$ cat config.mk
export PLATFORM = sky130hd
export DESIGN_NAME = rx_frame_ctrl
export DESIGN_NICKNAME = d
export VERILOG_FILES = /design/src/rtl/rx_frame_ctrl.sv
export SDC_FILE = /design/constraint.sdc
export NUM_CORES = 1
export LEC_CHECK = 0
export ABC_AREA = 1
export BUFFER_PORTS_ARGS = -buffer_cell sky130_fd_sc_hd__buf_4
export CAP_MARGIN = 30
export CORE_MARGIN = 4
export CORE_UTILIZATION = 65
export DETAILED_ROUTE_END_ITERATION = 8
export GPL_TIMING_DRIVEN = 0
export MAX_ROUTING_LAYER = met4
export PLACE_DENSITY = 0.85
export SLEW_MARGIN = 20
export SYNTH_ARGS = -nofsm -noshare
export SYNTH_HDL_FRONTEND = slang
export SYNTH_SLANG_ARGS = --single-unit
$ cat constraint.sdc
create_clock -name clk -period 13.5 [get_ports clk]
set_clock_uncertainty 0.15 [all_clocks]
set_input_delay 2.7 -clock clk [delete_from_list [all_inputs] [get_ports clk]]
set_output_delay 2.7 -clock clk [all_outputs]
set_load 0.01 [all_outputs]
$ cat src/rtl/rx_frame_ctrl.sv
// rx_frame_ctrl: sequences the serial frame receiver.
// Arms the receiver, collects its bytes into a 16-byte staging buffer, and
// judges each completed frame. Frames are judged on the receiver's noise, CRC
// and framing flags, then on length. Good frames drain to the host as a byte
// stream; bad frames are dropped and counted.
//
// Host stream handshake: out_valid/out_data/out_last are held stable until a
// cycle where out_valid & out_ready are both high. That cycle transfers the
// byte. out_valid never falls without a transfer, except on reset.

module rx_frame_ctrl #(
    parameter int TIMEOUT_CYCLES = 4096,
    parameter int BUF_DEPTH      = 16
) (
    input  logic       clk,
    input  logic       reset,
    input  logic       enable,
    input  logic [7:0] cfg_baudrate,
    output logic [7:0] rx_baudrate,
    output logic       rx_arm,
    input  logic       rx_byte_valid,
    input  logic [7:0] rx_byte,
    input  logic [3:0] rx_framesize,
    input  logic       rx_frame_done,
    input  logic       rx_nf,
    input  logic       rx_crce,
    input  logic       rx_fe,
    output logic       out_valid,
    output logic [7:0] out_data,
    output logic       out_last,
    input  logic       out_ready,
    output logic       busy,
    output logic [2:0] err_code,
    output logic [7:0] good_count,
    output logic [7:0] err_count,
    output logic [2:0] dbg_state
);

    localparam logic [2:0] ST_IDLE  = 3'd0;
    localparam logic [2:0] ST_HUNT  = 3'd1;
    localparam logic [2:0] ST_RECV  = 3'd2;
    localparam logic [2:0] ST_CHECK = 3'd3;
    localparam logic [2:0] ST_DRAIN = 3'd4;
    localparam logic [2:0] ST_DROP  = 3'd5;

    localparam logic [2:0] ERR_NONE    = 3'd0;
    localparam logic [2:0] ERR_NOISE   = 3'd1;
    localparam logic [2:0] ERR_CRC     = 3'd2;
    localparam logic [2:0] ERR_FRAMING = 3'd3;
    localparam logic [2:0] ERR_LENGTH  = 3'd4;
    localparam logic [2:0] ERR_TIMEOUT = 3'd5;

    localparam logic [16:0] TIMEOUT_LIMIT = 17'(TIMEOUT_CYCLES);

    logic [2:0]  state_q,    state_d;
    logic [3:0]  wptr_q,     wptr_d;
    logic [3:0]  rptr_q,     rptr_d;
    logic [3:0]  len_q,      len_d;
    logic [15:0] tmo_q,      tmo_d;
    logic        ovf_q,      ovf_d;
    logic        nf_q,       nf_d;
    logic        crce_q,     crce_d;
    logic        fe_q,       fe_d;
    logic [2:0]  pend_err_q, pend_err_d;
    logic [2:0]  err_code_q, err_code_d;
    logic [7:0]  good_q,     good_d;
    logic [7:0]  errc_q,     errc_d;
    logic [7:0]  baud_q,     baud_d;

    logic [7:0]  buf_q [BUF_DEPTH];
    logic        buf_we;

    logic [16:0] tmo_inc;
    logic [2:0]  judge_err;
    logic        len_bad;
    logic        last_rd;

    // The expected length: a zero length field means a one-byte frame.
    function automatic logic [3:0] frame_len(input logic [3:0] fs);
        return (fs == 4'd0) ? 4'd1 : fs;
    endfunction

    // Counters stop at 255 instead of wrapping.
    function automatic logic [7:0] sat_inc(input logic [7:0] v);
        return (v == 8'hFF) ? v : v + 8'd1;
    endfunction

    // The timeout counter plus one, one bit wider so the limit 65535 is still reachable.
    assign tmo_inc = {1'b0, tmo_q} + 17'd1;

    // Judge the frame from the flags latched at rx_frame_done. The priority is noise, crc, framing, length.
    always_comb begin
        len_bad   = (wptr_q == 4'd0) || (wptr_q != len_q) || ovf_q;
        judge_err = ERR_NONE;
        if (nf_q) begin
            judge_err = ERR_NOISE;
        end else if (crce_q) begin
            judge_err = ERR_CRC;
        end else if (fe_q) begin
            judge_err = ERR_FRAMING;
        end else if (len_bad) begin
            judge_err = ERR_LENGTH;
        end
    end

    // Mark the byte being presented as the final one of the frame.
    assign last_rd = (rptr_q == (wptr_q - 4'd1));

    // Main sequencing: state transitions, pointers, flag capture and counters.
    always_comb begin
        state_d    = state_q;
        wptr_d     = wptr_q;
        rptr_d     = rptr_q;
        len_d      = len_q;
        tmo_d      = tmo_q;
        ovf_d      = ovf_q;
        nf_d       = nf_q;
        crce_d     = crce_q;
        fe_d       = fe_q;
        pend_err_d = pend_err_q;
        err_code_d = err_code_q;
        good_d     = good_q;
        errc_d     = errc_q;
        baud_d     = baud_q;
        buf_we     = 1'b0;

        case (state_q)
            ST_IDLE: begin
                if (enable) begin
                    baud_d  = cfg_baudrate;
                    state_d = ST_HUNT;
                end
            end

            ST_HUNT: begin
                if (!enable) begin
                    // Abort: the counters do not change.
                    wptr_d  = 4'd0;
                    rptr_d  = 4'd0;
                    ovf_d   = 1'b0;
                    tmo_d   = 16'd0;
                    state_d = ST_IDLE;
                end else begin
                    if (rx_byte_valid) begin
                        // The first byte always fits, because the pointer is 0 and the length is at least 1.
                        buf_we  = 1'b1;
                        wptr_d  = 4'd1;
                        len_d   = frame_len(rx_framesize);
                        tmo_d   = 16'd0;
                        state_d = ST_RECV;
                    end
                    if (rx_frame_done) begin
                        nf_d    = rx_nf;
                        crce_d  = rx_crce;
                        fe_d    = rx_fe;
                        state_d = ST_CHECK;
                    end
                end
            end

            ST_RECV: begin
                if (!enable) begin
                    wptr_d  = 4'd0;
                    rptr_d  = 4'd0;
                    ovf_d   = 1'b0;
                    tmo_d   = 16'd0;
                    state_d = ST_IDLE;
                end else begin
                    if (rx_byte_valid) begin
                        tmo_d = 16'd0;
                        if (wptr_q == len_q) begin
                            // A byte past the expected length is dropped, and the frame is marked as overlong.
                            ovf_d = 1'b1;
                        end else begin
                            buf_we = 1'b1;
                            wptr_d = wptr_q + 4'd1;
                        end
                    end else if (!rx_frame_done) begin
                        if (tmo_inc == TIMEOUT_LIMIT) begin
                            pend_err_d = ERR_TIMEOUT;
                            tmo_d      = 16'd0;
                            state_d    = ST_DROP;
                        end else begin
                            tmo_d = tmo_inc[15:0];
                        end
                    end
                    if (rx_frame_done) begin
                        nf_d    = rx_nf;
                        crce_d  = rx_crce;
                        fe_d    = rx_fe;
                        tmo_d   = 16'd0;
                        state_d = ST_CHECK;
                    end
                end
            end

            ST_CHECK: begin
                tmo_d = 16'd0;
                if (judge_err != ERR_NONE) begin
                    pend_err_d = judge_err;
                    state_d    = ST_DROP;
                end else begin
                    good_d     = sat_inc(good_q);
                    err_code_d = ERR_NONE;
                    rptr_d     = 4'd0;
                    state_d    = ST_DRAIN;
                end
            end

            ST_DRAIN: begin
                if (out_ready) begin
                    if (last_rd) begin
                        wptr_d  = 4'd0;
                        rptr_d  = 4'd0;
                        ovf_d   = 1'b0;
                        state_d = enable ? ST_HUNT : ST_IDLE;
                    end else begin
                        rptr_d = rptr_q + 4'd1;
                    end
                end
            end

            ST_DROP: begin
                err_code_d = pend_err_q;
                errc_d     = sat_inc(errc_q);
                wptr_d     = 4'd0;
                rptr_d     = 4'd0;
                ovf_d      = 1'b0;
                tmo_d      = 16'd0;
                state_d    = enable ? ST_HUNT : ST_IDLE;
            end

            default: begin
                state_d = ST_IDLE;
            end
        endcase
    end

    // Register the control state. Reset asynchronously clears everything.
    always_ff @(posedge clk or posedge reset) begin
        if (reset) begin
            state_q    <= ST_IDLE;
            wptr_q     <= 4'd0;
            rptr_q     <= 4'd0;
            len_q      <= 4'd0;
            tmo_q      <= 16'd0;
            ovf_q      <= 1'b0;
            nf_q       <= 1'b0;
            crce_q     <= 1'b0;
            fe_q       <= 1'b0;
            pend_err_q <= ERR_NONE;
            err_code_q <= ERR_NONE;
            good_q     <= 8'd0;
            errc_q     <= 8'd0;
            baud_q     <= 8'd0;
        end else begin
            state_q    <= state_d;
            wptr_q     <= wptr_d;
            rptr_q     <= rptr_d;
            len_q      <= len_d;
            tmo_q      <= tmo_d;
            ovf_q      <= ovf_d;
            nf_q       <= nf_d;
            crce_q     <= crce_d;
            fe_q       <= fe_d;
            pend_err_q <= pend_err_d;
            err_code_q <= err_code_d;
            good_q     <= good_d;
            errc_q     <= errc_d;
            baud_q     <= baud_d;
        end
    end

    // Staging buffer. It is written only at the write pointer, and only while the frame has room.
    always_ff @(posedge clk or posedge reset) begin
        if (reset) begin
            for (int i = 0; i < BUF_DEPTH; i++) begin
                buf_q[i] <= 8'd0;
            end
        end else if (buf_we) begin
            buf_q[wptr_q] <= rx_byte;
        end
    end

    // Outputs are decoded from state. Data is gated to 0 when no byte is offered.
    always_comb begin
        rx_arm      = (state_q == ST_HUNT) || (state_q == ST_RECV);
        busy        = (state_q != ST_IDLE);
        out_valid   = (state_q == ST_DRAIN);
        out_data    = out_valid ? buf_q[rptr_q] : 8'd0;
        out_last    = out_valid && last_rd;
        rx_baudrate = baud_q;
        err_code    = err_code_q;
        good_count  = good_q;
        err_count   = errc_q;
        dbg_state   = state_q;
    end

endmodule

### Yosys cells after proc, flatten, opt, wreduce, memory -nomap -nowiden

Index checks and enable logic that the tools add are counted.

* reduce and logical (&&, ||, !) cells: 29
* add/subtract/negate cells: 6
* equality and inequality tests: 29
* magnitude comparators: 3
* bitwise logic cells: 5
* muxes and demuxes: 65

Operator list (count)
* $bwmux 128: 1
* $mux 16: 6
* $mux 3: 19
* $mux 4: 12
* $pmux 16 s3: 1
* $bmux 8 s4: 1
* $demux 8 s4: 1
* $mux 8: 4
* $pmux 4 s4: 2
* $reduce_and 6->1: 4
* $ne 2x2->1 const B: 9
* $pmux 3 s6: 1
* $add 16x1->17 const B: 1
* $eq 17x13->1 const B: 1
* $add 8x1->8 const B: 2
* $eq 8x8->1 const B: 2
* $mux 1: 13
* $ne 3x3->1 const B: 4
* $ne 4x4->1 const B: 3
* $pmux 3 s2: 2
* $ge 5x5->1 const B: 2
* $not 4->5: 2
* $reduce_and 3->1: 3
* $reduce_bool 3->1: 3
* other kinds (21): 38

* bits in registers: 193
* logic and storage cells: 167
* output and inout port bits: 42

### Logic depth before layout (Yosys ltp)

* depth after elaboration: 10
* mapped depth: 15
* mapped depth without buffers: 15

### Worst setup path before layout

Ideal clock, no wire load.

* kind: register to output
* start: register rptr_q[0]
* end: output port out_data[1]
* buffers on the path: 2
* required time: 10650 ps
* data arrival time: 1592 ps
* slack: 9058 ps
* cell stages (with the launch flop): 8
* cells stage by stage: dfrtp_1 -> inv_1 -> clkbuf_1 -> clkbuf_1 -> nor2_1 -> o221ai_1 -> o211ai_1 -> a21oi_1

* cells in the longest elaborated chain, start to end: 5

Ends and longest elaborated chain
* start: declaration: RTL line 57 `logic [3:0] rptr_q, rptr_d;`
* start signal: assignment: RTL line 259 `rptr_q <= rptr_d;`
* $not 4->5 (implied by the code): RTL line 290 `out_data = out_valid ? buf_q[rptr_q] : 8'd0;`
* $bmux 8 s4: RTL line 290
* $mux 8 (implied by the code) (2 in series): RTL line 290
* $mux 8: RTL line 290
* end: declaration: RTL line 29 `output logic [7:0] out_data,`

Every way passes these cells. The select of a mux whose other input is x is not followed.

### Worst setup path after layout

Ends and elaborated chain as after synthesis.

==> metrics.md <==
| Metric | Value |
|---|---|
| Postcts setup bufs | `0` |
| Initial Util | `67.0%` |
| Yosys reg bits | `roughly 190` |
| Final nets | `between 1,000 and 1,500` |
| Slew HR | `47.4%` |
| CTS Buffer Depth | `2` |
| FF-to-FF Start | `wptr_q[0]` |
| Worst hold path class | `flip-flop to flip-flop` |
| Final Non-Filler Cells | `1,418` |
| H-tree levels | `4` |
| Tcrit/Tclk final | `between 40% and 50%` |
| Final core area utilization | `76.8%` |
| Vias after detailed routing | `~8,500` |
| Multi-input gate area | `4320 sq um` |
| Ys async rst share | `100%` |
| Clk network pwr share | `between 20% and 30%` |
| GP Congestion | `about 0.94` |
| Layout cells sized above 1 | `between 15 and 20%` |
| Area leader, netlist | `dfrtp_1` |
| Post-layout min period | `6090 ps` |
| Total GRT Usage | `between 30 and 40%` |
| Synth top area share | `between 40% and 50%` |
| Vias in the first global route | `around 8,000` |
| Min-Delay Endpoint | `pend_err_q[1]` |
| First-pass GRT wire length | `around 42,000 um` |
| Worst reg-to-reg setup slack | `~11,000 ps` |
| Post-synth cell types | `46` |
| Site Rows | `44` |
| Cell depth of the worst hold path | `2` |
| Die width | `roughly 130 um` |
| Synth area leaders | `dfrtp_1, nand2_1, o21ai_1` |
| # port buffers | `70` |
| WP data arrival | `between 3000 and 4000 ps` |
| Fill cells | `about 1,000` |
| # IOs | `~70` |
| RSZ-0062 raised after global routing | `false` |
| DR WL/cell | `roughly 18 um` |
| Antenna-violating nets left | `0` |
| Die Y | `between 100 and 150 um` |
| Largest net degree at the start of global routing | `99` |
| Pwr dens | `165 nW/um^2` |
| Sequential cell area | `4830 sq um` |
| Setup TNS | `0 ps` |
| Cell Area, Synth | `about 10000 sq um` |
| Number of synthesized flops with an enable pin | `0` |
| Die area | `~17,000 sq um` |
| CP Data Required Time | `10,650 ps` |
| Area Growth Syn to Fin | `14.6%` |
| Sequential power share | `a little over a third` |
| PostCTS Resize Cnt | `0` |
| Post-DP HPWL | `18,200 um` |
| CORE AREA | `around 15,000 sq um` |
| TritonCTS Sinks | `between 150 and 200` |
| Initial antenna violation count | `1` |
| # DRC | `0` |
| Hold Vio Cnt, Final | `0` |
| Via density per instance | `between 6 and 7` |
| Clk root buf | `clkbuf_16` |
| Syn nets | `between 1,000 and 1,500` |
| Switching share of power | `around 37%` |
| Crit Path Category | `flip-flop to primary output` |
| Syn avg cell area | `approximately 8.7 sq um` |
| HP Start | `pend_err_q[1]` |
| Worst IR Drop VDD | `roughly 0.13 mV` |
| CP Max Fanout | `10` |
| Final setup viols | `0` |
| Post-Route WL | `approximately 26,000 um` |
| LEAKAGE | `5.32 nW` |
| Worst-Skew Late Latency | `440 ps` |
| Cells after synthesis | `approximately 1,100` |
| Max Cap Viol | `0` |
| Pint | `about 1.2 mW` |
| Cell with the most instances after synthesis | `nand2_1` |
| Reg2Reg Capture Point | `wptr_q[0]` |
| P_sw | `0.694 mW` |
| Status | `completed` |
| Maximum clock rate | `164 MHz` |
| Synth Warn # | `0` |
| Placed Cells | `~1,400` |
| # hold bufs at CTS | `0` |
| Drt pass-1 iters | `6` |
| Pwr Total | `between 1.5 and 2 mW` |
| CP Capture Type | `primary output` |
| Combinational Power Share | `between 30% and 40%` |
| TritonCTS Buffers | `17` |
| Commonest cells post-synth | `nand2_1, dfrtp_1, nor2_1` |
| Max Slew Vio Count | `0` |
| CTS tree | `yes` |
| DR iter-0 viols | `roughly 900` |
| Worst setup SP type | `flip-flop` |
| Register area share after synthesis | `49.2%` |
| Worst reg-to-reg path cell count | `11` |
| GR Overflow Total | `0` |
| Clock Pin Slew Worst Setup and Hold Paths | `roughly 70 ps` |
| Worst Setup SP | `rptr_q[0]` |
| Worst slew pin tran | `a little under 800 ps` |
| Main synth FF type | `dfrtp_1` |
power by group through the flow:
stage                     clock, mW  sequential (mW)  combinational, mW
final                         0.553            0.663              0.639
after global routing          0.578            0.668              0.691
after CTS                     0.554            0.662              0.617
after detailed placement          0            0.672              0.611
after global placement            0            0.670              0.595
after floorplan                   0            0.671              0.372
kinds of logic after synthesis:
logic type	share of synthesized area (%)
multiplexers	1.36
adder cells (fa/ha/maj)	1.15
buffers and inverters	6.73
AND/OR/NAND/NOR	21.7
AO/OA/AOI/OAI	17.6
XOR/XNOR	2.14
flip-flops	49.2
worst max-delay path, stage by stage, from the launching register on:
cell      delay, ps
dfrtp_1         450
inv_1           140
clkbuf_1        440
clkbuf_1        640
nor2_1          130
o221ai_1        280
o211ai_1        190
a21oi_1         340
buf_4           190
how the worst max path moves through the flow:
stage / to / slack (ps) / cells past startpoint
detailed placement: out_data[1] / 8110 / 8
finish: out_data[1] / 7410 / 8
floorplan: buf_q[0] / 5390 / 1
CTS: out_data[1] / 7630 / 8
global placement: buf_q[6] / 3410 / 2
global route: out_data[1] / 7420 / 8
metrics by stage:
stage / hold slack, ps / worst slack, ps / cell area [sq um]
6_report: 325 / 7410 / 11200
5_1_grt: 347 / 7420 / 11200
4_1_cts: 330 / 7630 / 11200
3_5_place_dp: 312 / 8110 / 10600
3_3_place_gp: 307 / 3410 / 10600
2_1_floorplan: 292 / 5390 / 9810
final cells by class:
type | count | area share (%)
clock buffers | 19 | 3.94
clock inverters | 12 | 1.71
well taps | 184 | 2.05
plain buffers | 54 | 3.05
diodes | 1 | 0.0223
flip-flops and latches | 193 | 43.0
multi-input cells | 802 | 38.4
repair buffers | 71 | 4.92
inverters | 82 | 2.89
sequential cells by signal (all words and copies together) (netlist names):
register	count
buf_q	128
tmo_q	16
err_count	8
good_count	8
rx_baudrate	8
len_q	4
rptr_q	4
wptr_q	4
dbg_state	3
err_code	3
pend_err_q	3
crce_q	1
fe_q	1
nf_q	1
ovf_q	1
metal layers:
metal / GRT usage (%) / wire length [um] / vias up
li1: - / - / 3987
met1: 43.3 / 10700 / 4032
met2: 50.2 / 12200 / 417
met3: 9.35 / 2440 / 96
met4: 11.6 / 878 / 0
met5: - / 0 / -
cell usage in the layout (no fill, tap or decap), types with 4 or more instances in the layout:
master     count
nand2_1      258
o221ai_1      22
buf_6         18
nor2_1       110
o211ai_1      10
nand3_4        8
nand3_1       42
bufinv_16      4
inv_1         74
o22ai_1       24
o21ai_1      100
clkbuf_16     17
xor2_1        11
nand4_1       14
inv_8          5
buf_4         70
o21ai_0       90
o21ai_2       28
xnor2_1       13
buf_2          4
ha_1           9
mux2_2        11
clkbuf_1      33
nor3_1         4
nand2_4        7
a21oi_1       15
dfrtp_1      193
Note: power is estimated with default switching activity, not from simulation.
